<file path="src/rtl/ahb_lite_cmd_master.sv">
// Single-transfer AHB-Lite initiator: valid/ready commands in, NONSEQ/SINGLE transfers out.
// Optional data-phase HREADY timeout enabled by defining AHB_MST_TIMEOUT_EN.
module ahb_lite_cmd_master #(
    parameter int AW             = 32,
    parameter int DW             = 32,
    parameter int TIMEOUT_CYCLES = 64
) (
    input  logic          HCLK,
    input  logic          HRESETn,
    input  logic          cmd_valid,
    output logic          cmd_ready,
    input  logic          cmd_write,
    input  logic [AW-1:0] cmd_addr,
    input  logic [2:0]    cmd_size,
    input  logic [DW-1:0] cmd_wdata,
    output logic          rsp_valid,
    input  logic          rsp_ready,
    output logic [DW-1:0] rsp_rdata,
    output logic          rsp_err,
    output logic [AW-1:0] HADDR,
    output logic [1:0]    HTRANS,
    output logic          HWRITE,
    output logic [2:0]    HSIZE,
    output logic [2:0]    HBURST,
    output logic [3:0]    HPROT,
    output logic          HMASTLOCK,
    output logic [DW-1:0] HWDATA,
    input  logic          HREADY,
    input  logic [1:0]    HRESP,
    input  logic [DW-1:0] HRDATA
);

    typedef enum logic [1:0] {
        S_IDLE,
        S_ADDR,
        S_DATA,
        S_RESP
    } state_t;

    localparam logic [1:0] TR_IDLE   = 2'b00;
    localparam logic [1:0] TR_NONSEQ = 2'b10;

    state_t        state_q, state_d;
    logic [AW-1:0] haddr_q, haddr_d;
    logic [1:0]    htrans_q, htrans_d;
    logic          hwrite_q, hwrite_d;
    logic [2:0]    hsize_q, hsize_d;
    logic [DW-1:0] hwdata_q, hwdata_d;
    logic [DW-1:0] wdata_q, wdata_d;
    logic          cmd_ready_q, cmd_ready_d;
    logic          rsp_valid_q, rsp_valid_d;
    logic [DW-1:0] rsp_rdata_q, rsp_rdata_d;
    logic          rsp_err_q, rsp_err_d;
    logic          bad_cmd;
    logic          resp_err;

`ifdef AHB_MST_TIMEOUT_EN
    localparam int CW = $clog2(TIMEOUT_CYCLES + 1);
    localparam logic [CW-1:0] TO_LAST = CW'(TIMEOUT_CYCLES - 1);
    logic [CW-1:0] cnt_q, cnt_d;
`endif

    // Illegal sizes and unaligned halfword/word accesses never reach the bus
    assign bad_cmd = (cmd_size > 3'd2)
                   | ((cmd_size == 3'd1) & cmd_addr[0])
                   | ((cmd_size == 3'd2) & (|cmd_addr[1:0]));

    assign resp_err = (HRESP != 2'b00);

    always_comb begin
        state_d     = state_q;
        haddr_d     = haddr_q;
        htrans_d    = htrans_q;
        hwrite_d    = hwrite_q;
        hsize_d     = hsize_q;
        hwdata_d    = hwdata_q;
        wdata_d     = wdata_q;
        cmd_ready_d = cmd_ready_q;
        rsp_valid_d = rsp_valid_q;
        rsp_rdata_d = rsp_rdata_q;
        rsp_err_d   = rsp_err_q;
`ifdef AHB_MST_TIMEOUT_EN
        cnt_d       = cnt_q;
`endif
        unique case (state_q)
            S_IDLE: begin
                cmd_ready_d = 1'b1;
                if (cmd_valid && cmd_ready_q) begin
                    cmd_ready_d = 1'b0;
                    rsp_err_d   = 1'b0;
                    rsp_rdata_d = '0;
                    if (bad_cmd) begin
                        state_d     = S_RESP;
                        rsp_valid_d = 1'b1;
                        rsp_err_d   = 1'b1;
                    end else begin
                        state_d  = S_ADDR;
                        haddr_d  = cmd_addr;
                        hwrite_d = cmd_write;
                        hsize_d  = cmd_size;
                        htrans_d = TR_NONSEQ;
                        wdata_d  = cmd_wdata;
                    end
                end
            end
            S_ADDR: begin
                if (HREADY) begin
                    state_d  = S_DATA;
                    htrans_d = TR_IDLE;
                    hwdata_d = wdata_q;
`ifdef AHB_MST_TIMEOUT_EN
                    cnt_d    = '0;
`endif
                end
            end
            S_DATA: begin
                // Error is latched on the first ERROR cycle, completion waits for HREADY
                if (resp_err) rsp_err_d = 1'b1;
                if (HREADY) begin
                    state_d     = S_RESP;
                    rsp_valid_d = 1'b1;
                    if (hwrite_q || rsp_err_q || resp_err) rsp_rdata_d = '0;
                    else rsp_rdata_d = HRDATA;
                end
`ifdef AHB_MST_TIMEOUT_EN
                else if (cnt_q == TO_LAST) begin
                    state_d     = S_RESP;
                    rsp_valid_d = 1'b1;
                    rsp_err_d   = 1'b1;
                    rsp_rdata_d = '0;
                end else begin
                    cnt_d = cnt_q + 1'b1;
                end
`endif
            end
            S_RESP: begin
                cmd_ready_d = 1'b0;
                if (rsp_ready) begin
                    state_d     = S_IDLE;
                    rsp_valid_d = 1'b0;
                    cmd_ready_d = 1'b1;
                end
            end
        endcase
    end

    always_ff @(posedge HCLK) begin
        if (!HRESETn) begin
            state_q     <= S_IDLE;
            haddr_q     <= '0;
            htrans_q    <= TR_IDLE;
            hwrite_q    <= 1'b0;
            hsize_q     <= 3'd0;
            hwdata_q    <= '0;
            wdata_q     <= '0;
            cmd_ready_q <= 1'b0;
            rsp_valid_q <= 1'b0;
            rsp_rdata_q <= '0;
            rsp_err_q   <= 1'b0;
`ifdef AHB_MST_TIMEOUT_EN
            cnt_q       <= '0;
`endif
        end else begin
            state_q     <= state_d;
            haddr_q     <= haddr_d;
            htrans_q    <= htrans_d;
            hwrite_q    <= hwrite_d;
            hsize_q     <= hsize_d;
            hwdata_q    <= hwdata_d;
            wdata_q     <= wdata_d;
            cmd_ready_q <= cmd_ready_d;
            rsp_valid_q <= rsp_valid_d;
            rsp_rdata_q <= rsp_rdata_d;
            rsp_err_q   <= rsp_err_d;
`ifdef AHB_MST_TIMEOUT_EN
            cnt_q       <= cnt_d;
`endif
        end
    end

    assign cmd_ready = cmd_ready_q;
    assign rsp_valid = rsp_valid_q;
    assign rsp_rdata = rsp_rdata_q;
    assign rsp_err   = rsp_err_q;
    assign HADDR     = haddr_q;
    assign HTRANS    = htrans_q;
    assign HWRITE    = hwrite_q;
    assign HSIZE     = hsize_q;
    assign HWDATA    = hwdata_q;
    assign HBURST    = 3'b000;
    assign HPROT     = 4'b0011;
    assign HMASTLOCK = 1'b0;

endmodule
</file>
<file path="config.mk">
export PLATFORM = sky130hd
export DESIGN_NAME = ahb_lite_cmd_master
export DESIGN_NICKNAME = d
export VERILOG_FILES = /design/src/rtl/ahb_lite_cmd_master.sv
export SDC_FILE = /design/constraint.sdc
export NUM_CORES = 1
export LEC_CHECK = 0
export BUFFER_PORTS_ARGS = -buffer_cell sky130_fd_sc_hd__buf_2
export CORE_MARGIN = 3
export CORE_UTILIZATION = 30
export DETAILED_ROUTE_END_ITERATION = 7
export PLACE_DENSITY_LB_ADDON = 0.08
export SLEW_MARGIN = 20
export SYNTH_ARGS = -nofsm -noshare
export SYNTH_HDL_FRONTEND = slang
export SYNTH_SLANG_ARGS = --single-unit
export TNS_END_PERCENT = 5
</file>
<file path="constraint.sdc">
create_clock -name HCLK -period 1.9 [get_ports HCLK]
set_clock_uncertainty 0.05 [all_clocks]
set_input_delay 0.19 -clock HCLK [delete_from_list [all_inputs] [get_ports HCLK]]
set_output_delay 0.19 -clock HCLK [all_outputs]
set_load 0.02 [all_outputs]
</file>
==> flow_summary.json, run 1 <==
{
  "grt_max_degree": 77,
  "grt_pass1_vias": 5412,
  "cts_tree": "built",
  "power.leakage_uw": 0.00355,
  "fin_tns_setup_ns": 0,
  "finalSetupViolations": 0,
  "viasPerCell": 4.56,
  "post-place-ws_ns": -0.00305,
  "area_delta_synth_final_pct": 54.3,
  "final_max_slew_viol_count": 0,
  "synth_edf_count": 0,
  "syn_avg_cell_area_um2": 8.61,
  "cts_sinks": 138,
  "nets": 1054,
  "worstSetupPathType": "register to register",
  "numCtsBuffers": 17,
  "cpLargestDelayFamily": "compound AO/OA/AOI/OAI gates",
  "r2r_setup_slack_ns": 0.12,
  "gr-usage-met1": 0.197,
  "yosys.area_share.xor_xnor": 0,
  "startpoint_type": "register",
  "min_period_ns": 1.78,
  "fin_crit_sh": 0.935,
  "worstSkewPairLatency_ns": 0.41,
  "place_area_um2": 6860,
  "path_clk_slew_ns": 0.05,
  "synth_largest_area_cell": "dfxtp_1",
  "drive_gt1_frac": 0.306,
  "die_x_um": 142,
  "start_util": 0.307,
  "ys_types": 35,
  "gr-usage-met3": 0.0580,
  "antenna_found_initial": 1,
  "dieArea_um2": 20100,
  "arrival_ns": 2.02,
  "track_usage": 0.166,
  "routed_wl_um": 17000,
  "crit_chain": "inv_1 -> ha_2 -> and2b_2 -> o2111a_2 -> buf_12 -> buf_4 -> nor2_1 -> o221a_2",
  "cpPeakStageDelay_ns": 0.33,
  "r2r-end": "state_q[1]$_SDFFE_PN0P_",
  "grt_overflow": 0,
  "status": "finished, final reports clean",
  "seq_area_frac_synth": 0.500,
  "drv_cap": 0,
  "async_flop_share": 0,
  "layout_setup_ws_ns": 0.123,
  "synth_flop_cell": "dfxtp_1",
  "r2r.worst_path.cells": 8,
  "worst-path-stages": 8,
  "clk_path_buf_depth": 2,
  "grtUsageMet2": 0.281,
  "root_buffer": "clkbuf_16",
  "antenna_cells": 0,
  "synth_area_um2": 5530,
  "synth-simple-area-share": 0.219,
  "coreArea_um2": 18000,
  "synth_fa_ha_area_frac": 0.0113,
  "power.density_nw_per_um2": 986,
  "remaining_drc_errors": 0,
  "portBuffers": 210,
  "worstSetupEndpointType": "register",
  "vias": 5395,
  "vdd_drop_max_mv": 0.602,
  "whs_endpoint": "wdata_q[0]$_SDFFE_PN0P_",
  "grt-busiest-layer": "met2",
  "ys.warnings.count": 0,
  "fmax_ghz": 0.563,
  "dpl.hpwl_um": 11200,
  "core.rowCount": 49,
  "whs_path_depth": 3,
  "routedWlPerCell_um": 14.4,
  "worstHoldStart": "cmd_wdata[0]",
  "holdWs_ns": 0.0150,
  "syn_inst": 642,
  "dr.first_iter.drc_count": 179,
  "place.gp.congestion": 0.767,
  "postLayoutCellArea_um2": 8530,
  "critical_path_required_ns": 2.14,
  "ys_ff_latch": 138,
  "timing.rr.start": "state_q[1]$_SDFFE_PN0P_",
  "synthMuxAreaShare": 0,
  "drtPass1Iterations": 7,
  "grt_pass1_wl_um": 26700,
  "cp_max_fo": 5,
  "die_h_um": 142,
  "ys_top_cells_by_area": "dfxtp_1 50%, nand2_1 16%, a21boi_0 10%, a21boi_1 6.0%, nand3_1 2.9%",
  "final_util": 0.473,
  "hold_viol_final": 0,
  "synth_top_family_by_area": "simple AND/OR/NAND/NOR gates",
  "synth_top_area_frac": 0.500,
  "hp-class": "input pin to register",
  "htree_levels": 4,
  "cp_slowest_cell": "dfxtp_2",
  "path_buf_inv": 3,
  "io_pins": 220,
  "synth_compound_area_frac": 0.210,
  "drtAntennaViolNets": 0
}
[cell type report]
class / count / area (µm²)
sequential: 138 / 2760
timing repair buffer: 330 / 2360
fill: 1757 / 9490
clock buffer: 19 / 443
tap: 229 / 287
multi-input combinational: 452 / 2490
clock inverter: 12 / 173
inverter: 3 / 11.3
[cells in the mapped netlist, types with 2 or more instances]
cell type and instances:
nand2_1 233, dfxtp_1 138, a21boi_0 77, a21boi_1 44
nand3_1 32, clkbuf_1 22, buf_2 16, buf_4 14
a21boi_2 11, nor2_1 9, ha_1 5, buf_6 4
o21ai_0 4, inv_1 3, o221a_2 3, a21oi_1 2
and2_1 2, and3_1 2, conb_1 2, nand2b_1 2
nor3b_2 2, or3_1 2
[what timing repair did]
item	in CTS	in global routing
setup buffers	0	5
endpoints found under the setup margin	11	48
gates resized for setup	2	4
cloned	0	2
pin swaps	1	2
endpoints found under the hold margin	95	0
hold buffers	95	0
[layer usage]
layer  vias to the layer above  routed length, µm
li1                       2691                  -
met3                        24               1100
met5                         -                 13
met1                      2518               7530
met4                         2                259
met2                       160               8130
[where the power goes]
part,total (µW),switching (µW),internal [µW]
combinational,1850,1030,823
sequential,3100,84.7,3010
clock,3460,1240,2220
[flip-flops by register name, indices dropped and copies added, names as in the netlist]
signal	flops
HSIZE	3
HWDATA	32
HTRANS	1
HWRITE	1
HADDR	32
rsp_rdata	32
cmd_ready	1
wdata_q	32
rsp_valid	1
state_q	2
rsp_err	1
[cell families (layout without fill, tap and decap cells)]
logic type               after synthesis  count (layout)
AND/OR/NAND/NOR                      292             292
AO/OA/AOI/OAI                        146             146
flip-flops                           138             138
buffers and inverters                 59             364
adder cells (fa/ha/maj)                5               5
other                                  2               9
[cell usage in the layout (no fill, tap or decap), drive strengths merged, types with 2 or more instances in the layout]
cell type    netlist  layout
or3                2       2
dlygate4sd3        0      95
inv                3       4
dfxtp            138     138
nor2               9       9
and2               2       2
bufinv             0       4
a21boi           132     132
conb               2       9
a21oi              3       3
clkinv             0       5
nor3b              2       2
ha                 5       5
clkbuf            22      21
nand2b             2       2
and3               2       2
buf               34     233
o221a              3       3
nand3             32      32
nand2            233     233
o21ai              4       4
nor3               3       3
clkinvlp           0       2
[metrics by stage]
stage	cells	power [µW]
final	1183	8410
after global routing	1183	8840
after CTS	1176	8390
after detailed placement	1050	4710
after global placement	1050	4670
after floorplan	649	4070
[how the worst max path moves through the flow]
stage,startpoint,endpoint,slack [ns]
after floorplan,state_q[0]$_SDFFE_PN0P_,rsp_rdata[10]$_SDFFE_PN0P_,0.13
after global placement,state_q[1]$_SDFFE_PN0P_,wdata_q[2]$_SDFFE_PN0P_,0.06
after detailed placement,state_q[1]$_SDFFE_PN0P_,HADDR[17]$_SDFFE_PN0P_,-0.003
after CTS,state_q[1]$_SDFFE_PN0P_,rsp_rdata[4]$_SDFFE_PN0P_,0.04
after global routing,state_q[0]$_SDFFE_PN0P_,rsp_rdata[10]$_SDFFE_PN0P_,-0.004
final,state_q[1]$_SDFFE_PN0P_,state_q[1]$_SDFFE_PN0P_,0.12
[worst min-delay path, delay by kind of cell]
family                 cells  cell delay (ns)
AOI/OAI and AO/OA          1             0.07
and+or+nand+nor            1             0.05
buffers and inverters      1             0.11
(Power assumes the default switching activity.)
==> inputs of run 2 (changes only) <==
- GPL_TIMING_DRIVEN: not set -> 1
- RECOVER_POWER: not set -> 100
==> flow_summary.json, run 2 (synthesis results as in run 1) <==
{
  "die_h_um": 142,
  "status": "finished, final reports clean",
  "routed_wl_um": 17000,
  "grt_max_degree": 77,
  "post-place-ws_ns": -0.00305,
  "layout_setup_ws_ns": 0.103,
  "vias": 5393,
  "cp_slowest_cell": "dfxtp_2",
  "critical_path_required_ns": 2.14,
  "place.gp.congestion": 0.767,
  "power.density_nw_per_um2": 1000,
  "area_delta_synth_final_pct": 51.2,
  "p_clk_frac": 0.414,
  "cts_tree": "built",
  "vdd_drop_max_mv": 0.602,
  "final_common_cell": "nand2_1",
  "seqPwrFrac": 0.370,
  "drtAntennaViolNets": 0,
  "swShare": 0.282,
  "cts_sinks": 138,
  "antenna_found_initial": 1,
  "drv_cap": 0,
  "worstSkewPairLatency_ns": 0.41,
  "worstSetupEndpointType": "register",
  "rsz0062_at_grt": "no",
  "final_cell_mix": "233 x nand2_1, 137 x dfxtp_1, 106 x clkbuf_1",
  "antenna_cells": 0,
  "nets": 1054,
  "root_buffer": "clkbuf_16",
  "numCtsBuffers": 17,
  "min_period_ns": 1.80,
  "htree_levels": 4,
  "combinationalPowerShare": 0.216,
  "die_x_um": 142,
  "cpPeakStageDelay_ns": 0.33,
  "final_max_slew_viol_count": 0,
  "portBuffers": 210,
  "fin_crit_sh": 0.946,
  "remaining_drc_errors": 0,
  "dpl.hpwl_um": 11200,
  "grt_overflow": 0,
  "arrival_ns": 2.04,
  "path_clk_slew_ns": 0.05,
  "holdWs_ns": 0.0139,
  "fin_total_pwr_uw": 8380,
  "cp_max_fo": 5,
  "hold_viol_final": 0,
  "drive_gt1_frac": 0.189,
  "fmax_ghz": 0.557,
  "coreArea_um2": 18000,
  "dr.first_iter.drc_count": 201,
  "internal-power_uw": 6010,
  "worstSetupPathType": "register to register",
  "startpoint_type": "register",
  "track_usage": 0.166,
  "grt_pass1_wl_um": 26700,
  "io_pins": 220,
  "clk_path_buf_depth": 2,
  "hp-class": "input pin to register",
  "dieArea_um2": 20100,
  "grt_pass1_vias": 5412,
  "core.rowCount": 49,
  "drtPass1Iterations": 7,
  "switchingPower_uw": 2370,
  "power.leakage_uw": 0.00307,
  "finalSetupViolations": 0,
  "crit_chain": "inv_1 -> ha_2 -> and2b_2 -> o2111a_2 -> buf_12 -> clkbuf_4 -> nor2_1 -> o221a_2",
  "routedWlPerCell_um": 14.4,
  "start_util": 0.307,
  "fill_cells": 1804,
  "viasPerCell": 4.56
}
run 2: cell count changes in the layout (fill, tap and decap cells not counted), sizes merged:
cell,change
buf,-109
clkbuf,+109
run 2: through the flow:
step	setup TNS (ns)	cell area, µm²	utilization	cells
finish	0	8360	0.464	1183
global route	0	8360	0.464	1183
CTS	0	8430	0.467	1176
detailed placement	-0.00798	6860	0.380	1050
global placement	0	6860	0.380	1050
floorplan	0	5550	-	649
run 2: worst max-delay path, delay by kind of cell (launching register included):
family                   cells  cell delay [ns]
adder cells (fa/ha/maj)      1             0.23
flip-flops                   1             0.33
AND/OR/NAND/NOR              2             0.24
buffers and inverters        3             0.35
AO/OA/AOI/OAI                2             0.48
run 2: final timing paths:
kind | startpoint | to | slack [ns] | cells after the start
worst max-delay path | state_q[1]$_SDFFE_PN0P_ | state_q[1]$_SDFFE_PN0P_ | 0.10 | 8
worst min-delay path | cmd_wdata[0] | wdata_q[0]$_SDFFE_PN0P_ | 0.01 | 3
worst max register to register | state_q[1]$_SDFFE_PN0P_ | state_q[1]$_SDFFE_PN0P_ | 0.10 | 8
worst min register to register | rsp_rdata[9]$_SDFFE_PN0P_ | rsp_rdata[9]$_SDFFE_PN0P_ | 0.40 | 2
run 2: repair_timing:
item                                   CTS  global route
pin swaps                                1             2
setup buffers                            0             5
endpoints found under the hold margin   95             0
hold buffers                            95             0
gates resized for setup                  2             4
cloned                                   0             2
setup endpoints to repair               11            48
run 2: power groups by stage:
stage	registers, µW	logic [µW]	clock network [µW]
6_report	3100	1810	3470
5_1_grt	3120	1980	3710
2_1_floorplan	3240	832	0
3_3_place_gp	3150	1520	0
3_5_place_dp	3150	1560	0
4_1_cts	3090	1720	3580
run 2: cell type report:
cell class | instances | area [µm²] | area share
Tap cell | 229 | 287 | 0.0343
Multi-Input combinational cell | 452 | 2460 | 0.295
Clock buffer | 19 | 443 | 0.0530
Clock inverter | 12 | 173 | 0.0207
Inverter | 3 | 11.3 | 0.00135
Timing Repair Buffer | 330 | 2220 | 0.265
Sequential cell | 138 | 2760 | 0.331
run 2: routing by layer:
layer | global-route usage | part of all wire | vias up
met4 | 0.0535 | 0.017 | 2
met2 | 0.281 | 0.47 | 165
li1 | - | - | 2691
met3 | 0.0580 | 0.065 | 29
met5 | 0 | 0.00076 | -
met1 | 0.197 | 0.45 | 2506
